**config.mk**
```make
export PLATFORM = sky130hd
export DESIGN_NAME = shreg_uart_tx
export DESIGN_NICKNAME = d
export VERILOG_FILES = /design/src/rtl/shreg_uart_tx_pkg.sv /design/src/rtl/uart_baud_gen.sv /design/src/rtl/shreg_uart_tx.sv
export SDC_FILE = /design/constraint.sdc
export NUM_CORES = 1
export LEC_CHECK = 0
export ABC_AREA = 1
export CAP_MARGIN = 20
export CELL_PAD_IN_SITES_DETAIL_PLACEMENT = 0
export CELL_PAD_IN_SITES_GLOBAL_PLACEMENT = 2
export CORE_MARGIN = 4
export CORE_UTILIZATION = 30
export CTS_CLUSTER_DIAMETER = 40
export CTS_CLUSTER_SIZE = 8
export DETAILED_ROUTE_END_ITERATION = 8
export PLACE_DENSITY = 0.73
export SYNTH_ARGS = -nofsm -noshare
export SYNTH_HDL_FRONTEND = slang
export SYNTH_SLANG_ARGS = --single-unit
```
**constraint.sdc**
```tcl
create_clock -name clk -period 2.4 [get_ports clk]
set_input_delay 0.48 -clock clk [delete_from_list [all_inputs] [get_ports clk]]
set_output_delay 0.48 -clock clk [all_outputs]
set_load 0.03 [all_outputs]
```
**src/rtl/shreg_uart_tx_pkg.sv**
```systemverilog
// Shared UART definitions: state encoding, byte/index widths and default bit timing.
// Intended for reuse by the matching receiver.
package shreg_uart_tx_pkg;

  localparam int unsigned UART_DATA_W           = 8;
  localparam int unsigned UART_BIT_IDX_W        = 3;
  localparam int unsigned UART_CLKS_PER_BIT_DEF = 16;

  typedef enum logic [2:0] {
    ST_IDLE    = 3'd0,
    ST_ACK     = 3'd1,
    ST_RELEASE = 3'd2,
    ST_START   = 3'd3,
    ST_DATA    = 3'd4,
    ST_STOP    = 3'd5
  } uart_state_e;

  // Width of a counter spanning 0..clks_per_bit-1.
  function automatic int unsigned uart_cnt_w(input int unsigned clks_per_bit);
    return (clks_per_bit > 1) ? $clog2(clks_per_bit) : 1;
  endfunction

endpackage

```
**src/rtl/uart_baud_gen.sv**
```systemverilog
// Bit-period timer: counts 0..CLKS_PER_BIT-1 while not cleared and flags the last
// cycle of every bit period with a registered one-cycle pulse.
module uart_baud_gen
  import shreg_uart_tx_pkg::*;
#(
  parameter int unsigned CLKS_PER_BIT = UART_CLKS_PER_BIT_DEF
) (
  input  logic clk,
  input  logic rst,
  input  logic i_clr,
  output logic o_bit_done
);

  localparam int unsigned      CNT_W = uart_cnt_w(CLKS_PER_BIT);
  localparam logic [CNT_W-1:0] LAST  = CNT_W'(CLKS_PER_BIT - 1);

  logic [CNT_W-1:0] r_cnt;
  logic             r_bit_done;
  logic [CNT_W-1:0] w_cnt_nxt;

  always_comb begin
    w_cnt_nxt = r_cnt + CNT_W'(1);
    if (i_clr || (r_cnt == LAST)) begin
      w_cnt_nxt = '0;
    end
  end

  // Pulse is precomputed from the next count so it is high exactly while r_cnt == LAST.
  always_ff @(posedge clk or posedge rst) begin
    if (rst) begin
      r_cnt      <= '0;
      r_bit_done <= 1'b0;
    end else begin
      r_cnt      <= w_cnt_nxt;
      r_bit_done <= (w_cnt_nxt == LAST);
    end
  end

  assign o_bit_done = r_bit_done;

endmodule

```
**src/rtl/shreg_uart_tx.sv**
```systemverilog
// 8N1 UART transmitter fed from a one-byte upstream register via a has_data/rd
// handshake; the byte is latched into a shift register and sent LSB first.
module shreg_uart_tx
  import shreg_uart_tx_pkg::*;
#(
  parameter int unsigned CLKS_PER_BIT = UART_CLKS_PER_BIT_DEF
) (
  input  logic                   clk,
  input  logic                   rst,
  input  logic                   has_data,
  input  logic [UART_DATA_W-1:0] rd_data,
  output logic                   rd,
  output logic                   tx,
  output logic                   busy
);

  uart_state_e                r_state;
  logic [UART_DATA_W-1:0]     r_shift;
  logic [UART_BIT_IDX_W-1:0]  r_bit_idx;
  logic                       r_rd;
  logic                       r_tx;
  logic                       r_busy;
  logic                       w_bit_done;
  logic                       w_baud_clr;

  // Timer is held at zero outside the serial phases, so START always begins at count 0.
  assign w_baud_clr = !((r_state == ST_START) || (r_state == ST_DATA) || (r_state == ST_STOP));

  uart_baud_gen #(
    .CLKS_PER_BIT(CLKS_PER_BIT)
  ) u_baud (
    .clk       (clk),
    .rst       (rst),
    .i_clr     (w_baud_clr),
    .o_bit_done(w_bit_done)
  );

  always_ff @(posedge clk or posedge rst) begin
    if (rst) begin
      r_state   <= ST_IDLE;
      r_shift   <= '0;
      r_bit_idx <= '0;
      r_rd      <= 1'b0;
      r_tx      <= 1'b1;
      r_busy    <= 1'b0;
    end else begin
      case (r_state)
        ST_IDLE: begin
          if (has_data) begin
            r_shift <= rd_data;
            r_rd    <= 1'b1;
            r_busy  <= 1'b1;
            r_state <= ST_ACK;
          end
        end
        ST_ACK: begin
          r_rd    <= 1'b0;
          r_state <= ST_RELEASE;
        end
        // Wait for upstream to drop has_data so the same byte is never read twice.
        ST_RELEASE: begin
          if (!has_data) begin
            r_tx    <= 1'b0;
            r_state <= ST_START;
          end
        end
        ST_START: begin
          if (w_bit_done) begin
            r_tx    <= r_shift[0];
            r_state <= ST_DATA;
          end
        end
        ST_DATA: begin
          if (w_bit_done) begin
            r_bit_idx <= r_bit_idx + UART_BIT_IDX_W'(1);
            if (r_bit_idx == '1) begin
              r_tx    <= 1'b1;
              r_state <= ST_STOP;
            end else begin
              r_shift <= {1'b0, r_shift[UART_DATA_W-1:1]};
              r_tx    <= r_shift[1];
            end
          end
        end
        ST_STOP: begin
          if (w_bit_done) begin
            r_busy  <= 1'b0;
            r_state <= ST_IDLE;
          end
        end
        default: begin
          r_state <= ST_IDLE;
          r_rd    <= 1'b0;
          r_tx    <= 1'b1;
          r_busy  <= 1'b0;
        end
      endcase
    end
  end

  assign rd   = r_rd;
  assign tx   = r_tx;
  assign busy = r_busy;

endmodule

```
[Word level (Yosys, flattened, before mapping)]
Cells that the tools add are included.
Storage, ports and cells
  flip-flop bits (word level): 22
  input bits: 11
  output and inout bits: 3
  logic and storage cells: 64
Cells by class
  add/subtract/negate cells: 2
  eq/ne operators: 15
  multiplexer cells: 21
  bitwise gates (word level): 3
  reduce and logical (&&, ||, !) cells: 15
Operators with widths (count)
  2-to-1 mux 8 bit: 3
  2-to-1 mux 3 bit: 6
  one-hot mux 3 bit (6 select lines): 1
  one-hot mux 8 bit (2 select lines): 1
  == test 3 bit, second input constant: 3
  == test 4 bit, second input constant: 2
  != test 2 x 1 -> 1 bit, second input constant: 4
  AND reduction 4 bit: 2
  OR reduction 4 bit: 2
  == test 3 x 2 -> 1 bit, second input constant: 2
  2-to-1 mux 1 bit: 6
  != test 2 bit, second input constant: 3
  AND reduction 6 bit: 1
  adder 4 x 1 -> 4 bit, second input constant: 1
  2-to-1 mux 4 bit: 1
  one-hot mux 1 bit (4 select lines): 1
  AND reduction 2 bit: 2
  adder 3 x 1 -> 3 bit, second input constant: 1
  == test 3 x 1 -> 1 bit, second input constant: 1
  logical NOT 3 bit: 1
  logical OR 1 bit: 3
  inverter 1 bit: 3
  one-hot mux 1 bit (3 select lines): 1
  AND reduction 3 bit: 1
  other kinds (4): 4

[Longest topological paths before layout]
Gate-level depths: netlist of run 1.
  depth in word-level cells: 7
  gate-level depth with buffers: 9
  gate-level depth less buffers: 9

[Modules after synthesis]
A second synthesis of run 1 with hierarchy kept.
Unflattened totals
  cell total of the unflattened synthesis: 163
  area total of the unflattened synthesis: 1268.7 sq um
By module, submodules not included
  shreg_uart_tx: instances 1, cells each 140, area each 1048.5 sq um, sequential area each 426.7 sq um
  uart_baud_gen: instances 1, cells each 23, area each 220.2 sq um, sequential area each 125.1 sq um

[Worst setup path after synthesis of run 1]
OpenSTA, ideal clock, no wires.
  kind: reg-to-reg
  start: reg r_bit_idx[0]
  end: reg r_shift[1]
  setup time: 0.122 ns
  data arrival time: 1.262 ns
  data required time: 2.278 ns
  setup slack: 1.016 ns
  cell stages (with the launch flop): 9
  path buffers: 0
  clock period less this slack: 1.384 ns
  cells stage by stage: dfrtp_1 -> ha_1 -> ha_1 -> inv_1 -> nand3_1 -> nand2_2 -> nand2_4 -> nor2_1 -> a21oi_1
Between the ends
  longest elaborated chain between the ends: 3
RTL lines
  start, declared: line shreg_uart_tx.sv:19  | logic [UART_BIT_IDX_W-1:0] r_bit_idx;
  start signal, assigned: line shreg_uart_tx.sv:75  | r_bit_idx <= r_bit_idx + UART_BIT_IDX_W'(1);
  == test 3 bit: line shreg_uart_tx.sv:76  | if (r_bit_idx == '1) begin
  != test 2 bit (no line)
  AND reduction 4 bit (no line)
  end signal, assigned: line shreg_uart_tx.sv:50  | r_shift <= rd_data;
  end signal, assigned: line shreg_uart_tx.sv:80  | r_shift <= {1'b0, r_shift[UART_DATA_W-1:1]};
  end, declared: line shreg_uart_tx.sv:18  | logic [UART_DATA_W-1:0] r_shift;
Every way passes these cells.
A chain may end at the register's enable or synchronous reset.

[Worst setup path after layout of run 1]
  start: reg r_tx, in the netlist tx
  end: out tx
RTL lines
  start, declared: line shreg_uart_tx.sv:21  | logic r_tx;
  start signal, assigned: line shreg_uart_tx.sv:69  | r_tx <= r_shift[0];
  start signal, assigned: line shreg_uart_tx.sv:81  | r_tx <= r_shift[1];
  end, declared: line shreg_uart_tx.sv:13  | output logic tx,
No word-level cell between the ends.

==> results of run 1 <==
==> routing by layer <==
metal | GRT usage (%) | wire (um) | vias to the layer above
met4 | 3.13 | 30 | 0
met1 | 15.2 | 1290 | 463
met2 | 17.4 | 1140 | 11
met3 | 3.32 | 66 | 5
met5 | 0 | 0 | -
li1 | - | - | 519
==> cell type report <==
type	instances	area, um2	area share [%]
tap	48	60.1	4.12
clock buffer	3	41.3	2.83
multi-input combinational	113	581	39.8
timing repair buffer	14	138	9.44
inverter	15	56.3	3.86
clock inverter	1	30.0	2.06
sequential	22	552	37.9
==> power breakdown <==
part	internal [uW]	total (uW)	switching, uW
sequential	502	620	119
combinational	259	696	437
clock	223	345	122
==> cells in the final DEF (no fill, tap or decap) <==
master	count
nand2_1	53
dfrtp_1	21
nand3_1	20
inv_1	13
clkdlybuf4s50_1	13
nor2_1	7
o21ai_0	5
nand2_2	4
nand4_1	3
nor2_2	3
ha_1	3
clkbuf_8	3
nor2_4	2
nand2_4	2
o21ai_1	2
a21oi_1	2
xor2_1	2
inv_2	2
nand3_2	1
nor3_1	1
a31oi_1	1
nand3_4	1
xnor2_1	1
bufinv_16	1
buf_4	1
dfstp_2	1
==> sequential cells by signal, indices dropped and copies added (netlist names) <==
signal             count
r_shift                8
u_baud.r_cnt           4
r_bit_idx              3
r_state                3
busy                   1
rd                     1
tx                     1
u_baud.o_bit_done      1
==> Yosys cell counts <==
cell	instances
o21ai_1	2
ha_1	3
xor2_1	2
nand2_4	2
inv_2	2
inv_1	13
nor2_4	2
dfstp_2	1
a21oi_1	2
a31oi_1	1
nand3_1	20
nor3_1	1
buf_4	2
nand4_1	3
nand2_2	4
nand2_1	53
nand3_4	1
xnor2_1	1
nor2_2	3
nand3_2	1
nor2_1	7
o21ai_0	5
buf_6	2
dfrtp_1	21
==> per-stage QoR <==
stage,hold WS [ns],power (uW),util [%]
floorplan,0.442,1180,-
CTS,0.484,1690,38.4
global placement,0.461,1330,36.5
detailed placement,0.463,1330,36.5
finish,0.480,1660,38.4
global route,0.500,1830,38.4
==> worst max-delay path by stage <==
stage,startpoint,end,cells past startpoint
after detailed placement,has_data,r_shift[1],6
after global routing,tx,tx,1
after CTS,tx,tx,1
after floorplan,r_bit_idx[0],r_shift[1],8
after global placement,has_data,r_shift[1],6
final,tx,tx,1
==> logic make-up (layout without fill, tap and decap cells) <==
kind of cell / Yosys count / count (layout) / share of synthesized area, %
AOI/OAI and AO/OA: 10 / 10 / 4.18
and+or+nand+nor: 97 / 97 / 38.0
xor gates and xnor gates: 3 / 3 / 2.14
buffers and inverters: 19 / 33 / 7.65
DFF: 22 / 22 / 45.0
adders and majority gates: 3 / 3 / 3.06
==> impl_metrics.toml, run 1 <==
[outcome]
status = "finished, final reports clean"

[placement]
placed_area_mm2 = 0.00139
dp_hpwl_mm = 1.88
post-place-ws_ns = 0.661
dp_cells = 212
port_buffers = 13
gp_congestion = 0.793

[logic_synthesis]
synth.avg_cell_area_um2 = 7.96
synth_nets = 168
synth_top_area_share_pct = 42.9
seq_area_frac_synth_pct = 45.0
synthCells = 154
syn_area_mm2 = 0.00123
synth_top_area_cell = "dfrtp_1"
synth.distinct_cells = 24
ys.warnings.count = 0
yosys_register_bits = 22
netlist_top_cells_area = "dfrtp_1 43%, nand2_1 16%, nand3_1 8.2%, inv_1 4.0%, ha_1 3.1%"

[critical_path]
crit_slowest_cell = "clkdlybuf4s50_1"
rr_endpoint = "r_bit_idx[0]"
r2r_cells = 5
cp_top_family = "buffers and inverters"
arrival_ns = 1.45
critPathKind = "flop to primary output"
end_kind = "primary output"
critical_path_buf_inv_count = 1
regToRegSetupSlack_ns = 0.77
r2r-start = "r_state[1]"
cp_max_fo = 2
slowest_delay_ns = 0.66
cp_cell_sequence = "clkdlybuf4s50_1"
start_kind = "flop"
worst_ep_required_time_ns = 1.92

[routing]
wl_per_cell_um = 11.7
dr.pass1.iters = 4
drcViolationCount = 0
drt_iter0_drc = 31
antenna_left = 0
routed_wl_mm = 2.53
vias = 998
viasPerCell = 4.62

[timing]
setup_viol = 0
report.final.slew_viol_count = 0
rsz0062_at_grt = "false"
layout_min_cycle_time_ns = 1.93
fin_crit_sh_pct = 80.6
fin_ws_ns = 0.466
worst_pin_slew_ns = 0.401
relSlewSlack_pct = 73.3
finalClockSkew_ns = 0.00300
fmax_mhz = 517
tns_ns = 0
finalHoldViolations = 0

[pwr]
ir_worst_vdd_uv = 398
power_density_mw_per_mm2 = 1140
p_leak_uw = 0.000765

[clock_tree]
cts_buffers = 3
insertion_delay_ns = 0.26
clockBufferDepth = 2
clk_pin_slew_ns = 0.08
cts_sinks = 22
clockRootBuffer = "clkbuf_8"
post_cts_resized = 0
cts_setup_buffers = 0
ctsHtreeMaxLevel = 1
cts_tree = "built"
holdBufCountCts = 0

[grt]
gr-total-overflow = 0
grt_max_degree = 23
grt_pass1_wl_mm = 4.61
antenna_found_initial = 0
grt_pass1_vias = 998
grt_usage_pct = 11.2

[hold_path]
min_from = "r_bit_idx[1]"
hold_path_depth = 2
hold_class = "flop to flop"
min_to = "r_bit_idx[1]"

[finish]
nets = 183
n_antenna_cell = 0
fillerInstances = 398
area_growth_pct = 18.9
layout-drive-gt1-share_pct = 12.5
instances_no_fill = 216
design_area_mm2 = 0.00146

[floorplan]
die_h_um = 71.9
start_util_pct = 32.3
io_pins = 14
num_rows = 22
core_mm2 = 0.00380
dieArea_mm2 = 0.00517
dieWidth_um = 71.9

[job]
drv_cap = 0
Note: power is estimated with default switching activity, not from simulation.
==> run 2, diff against run 1 <==
Clock period 2.4 ns to 1.9 ns, I/O delays scaled along.
==> run 2 against run 1 <==
  * Non-clock buffer count up 4
  * Register-to-register slack worse by 0.48 ns
  * Cell count up 1.9%
  * Total power up 21%
  * Die area unchanged
  * Largest cell class unchanged
  * Largest power group unchanged
  * Highest routed layer unchanged
==> impl_metrics.toml, run 2 (synthesis results as in run 1) <==
[outcome]
status = "finished, final reports clean"

[finish]
fillerInstances = 396
top_register = "r_shift"
n_antenna_cell = 0
final_util_pct = 38.5
layout_commonest_cell = "nand2_1"
final_cell_mix = "53 x nand2_1, 21 x dfrtp_1, 20 x nand3_1, 13 x inv_1, 13 x clkdlybuf4s50_1"
area_growth_pct = 19.2
nets = 187
layout-drive-gt1-share_pct = 14.0
design_area_mm2 = 0.00146
top_regs = "r_shift (8), u_baud.r_cnt (4)"
largest_reg_flops = 8

[pwr]
combPwrFrac_pct = 47.2
power_density_mw_per_mm2 = 1370
seq_power_share_pct = 37.7
p_leak_uw = 0.000771
ir_worst_vdd_uv = 409
sw_frac_of_total_pct = 43.2
total_power_uw = 2010
pwr-share-clk_pct = 15.1
p_int_uw = 1140
power_switching_uw = 869

[clock_tree]
cts_setup_buffers = 0
ctsHtreeMaxLevel = 1
insertion_delay_ns = 0.26
holdBufCountCts = 0
clockBufferDepth = 2
cts_buffers = 3
cts_tree = "built"
clockRootBuffer = "clkbuf_8"
cts_sinks = 22
clk_pin_slew_ns = 0.08
post_cts_resized = 0

[timing]
finalClockSkew_ns = 0.00287
worst_pin_slew_ns = 0.395
fmax_mhz = 547
finalHoldViolations = 0
rsz0062_at_grt = "false"
hold_slack_ns = 0.402
report.final.slew_viol_count = 0
relSlewSlack_pct = 73.6
layout_min_cycle_time_ns = 1.83
tns_ns = 0
fin_crit_sh_pct = 96.3
setup_viol = 0

[critical_path]
crit_slowest_cell = "clkdlybuf4s50_1"
arrival_ns = 1.45
r2r_cells = 7
cp_max_fo = 2
cp_cell_sequence = "clkdlybuf4s50_1"
critPathKind = "flop to primary output"
cp_top_family = "buffers and inverters"
start_kind = "flop"
end_kind = "primary output"
cp.depth = 1
critical_path_buf_inv_count = 1
worst_ep_required_time_ns = 1.52
slowest_delay_ns = 0.66

[floorplan]
die_h_um = 71.9
start_util_pct = 32.3
num_rows = 22
core_mm2 = 0.00380
dieWidth_um = 71.9
io_pins = 14
dieArea_mm2 = 0.00517

[routing]
viasPerCell = 4.69
routed_wl_mm = 2.61
wl_per_cell_um = 11.9
antenna_left = 0
dr.pass1.iters = 4
drt_iter0_drc = 20
drcViolationCount = 0
vias = 1032

[job]
drv_cap = 0

[grt]
grt_usage_pct = 11.4
grt_pass1_vias = 997
antenna_found_initial = 0
grt_pass1_wl_mm = 4.52
gr-total-overflow = 0
grt_max_degree = 15

[placement]
dp_hpwl_mm = 2.01
gp_congestion = 0.831
port_buffers = 13
placed_area_mm2 = 0.00142

[hold_path]
hold_class = "primary input to asynchronous set/reset pin"
## run 2: final cells by class
class	instances	area, um2	share of cell area (%)
multi-input cells	113	581	39.7
flip-flops and latches	22	552	37.8
repair buffers	18	168	11.5
well taps	48	60.1	4.11
inverters	15	56.3	3.85
clock buffers	4	45.0	3.08
## run 2: power groups by stage
stage | clock network [uW] | logic (uW) | registers [uW]
6_report | 303 | 948 | 758
3_5_place_dp | 0 | 958 | 769
4_1_cts | 320 | 963 | 760
5_1_grt | 343 | 1090 | 782
2_1_floorplan | 0 | 709 | 783
3_3_place_gp | 0 | 955 | 766
## run 2: metal layers
layer  wire, um  GRT usage [%]  up-vias
met2       1180           17.9       17
met4         56           5.64        0
met5          0              0        -
li1           -              -      526
met3         72           2.63        5
met1       1300           14.8      484
## run 2: per-stage QoR
stage,worst slack [ns],std cells
3_5_place_dp,0.263,216
2_1_floorplan,0.516,154
3_3_place_gp,0.315,216
4_1_cts,0.0554,220
5_1_grt,0.0349,220
6_report,0.0708,220
## run 2: path summary, 6_finish.rpt
check	endpoint	slack [ns]	from
setup / recovery	tx	0.07	tx
hold / removal	r_bit_idx[2]	0.40	rst
setup reg to reg	r_shift[1]	0.29	r_state[1]
hold reg to reg	r_shift[7]	0.48	r_shift[7]
max in group asynchronous	tx	1.21	rst
min in group clk	r_shift[7]	0.48	r_shift[7]
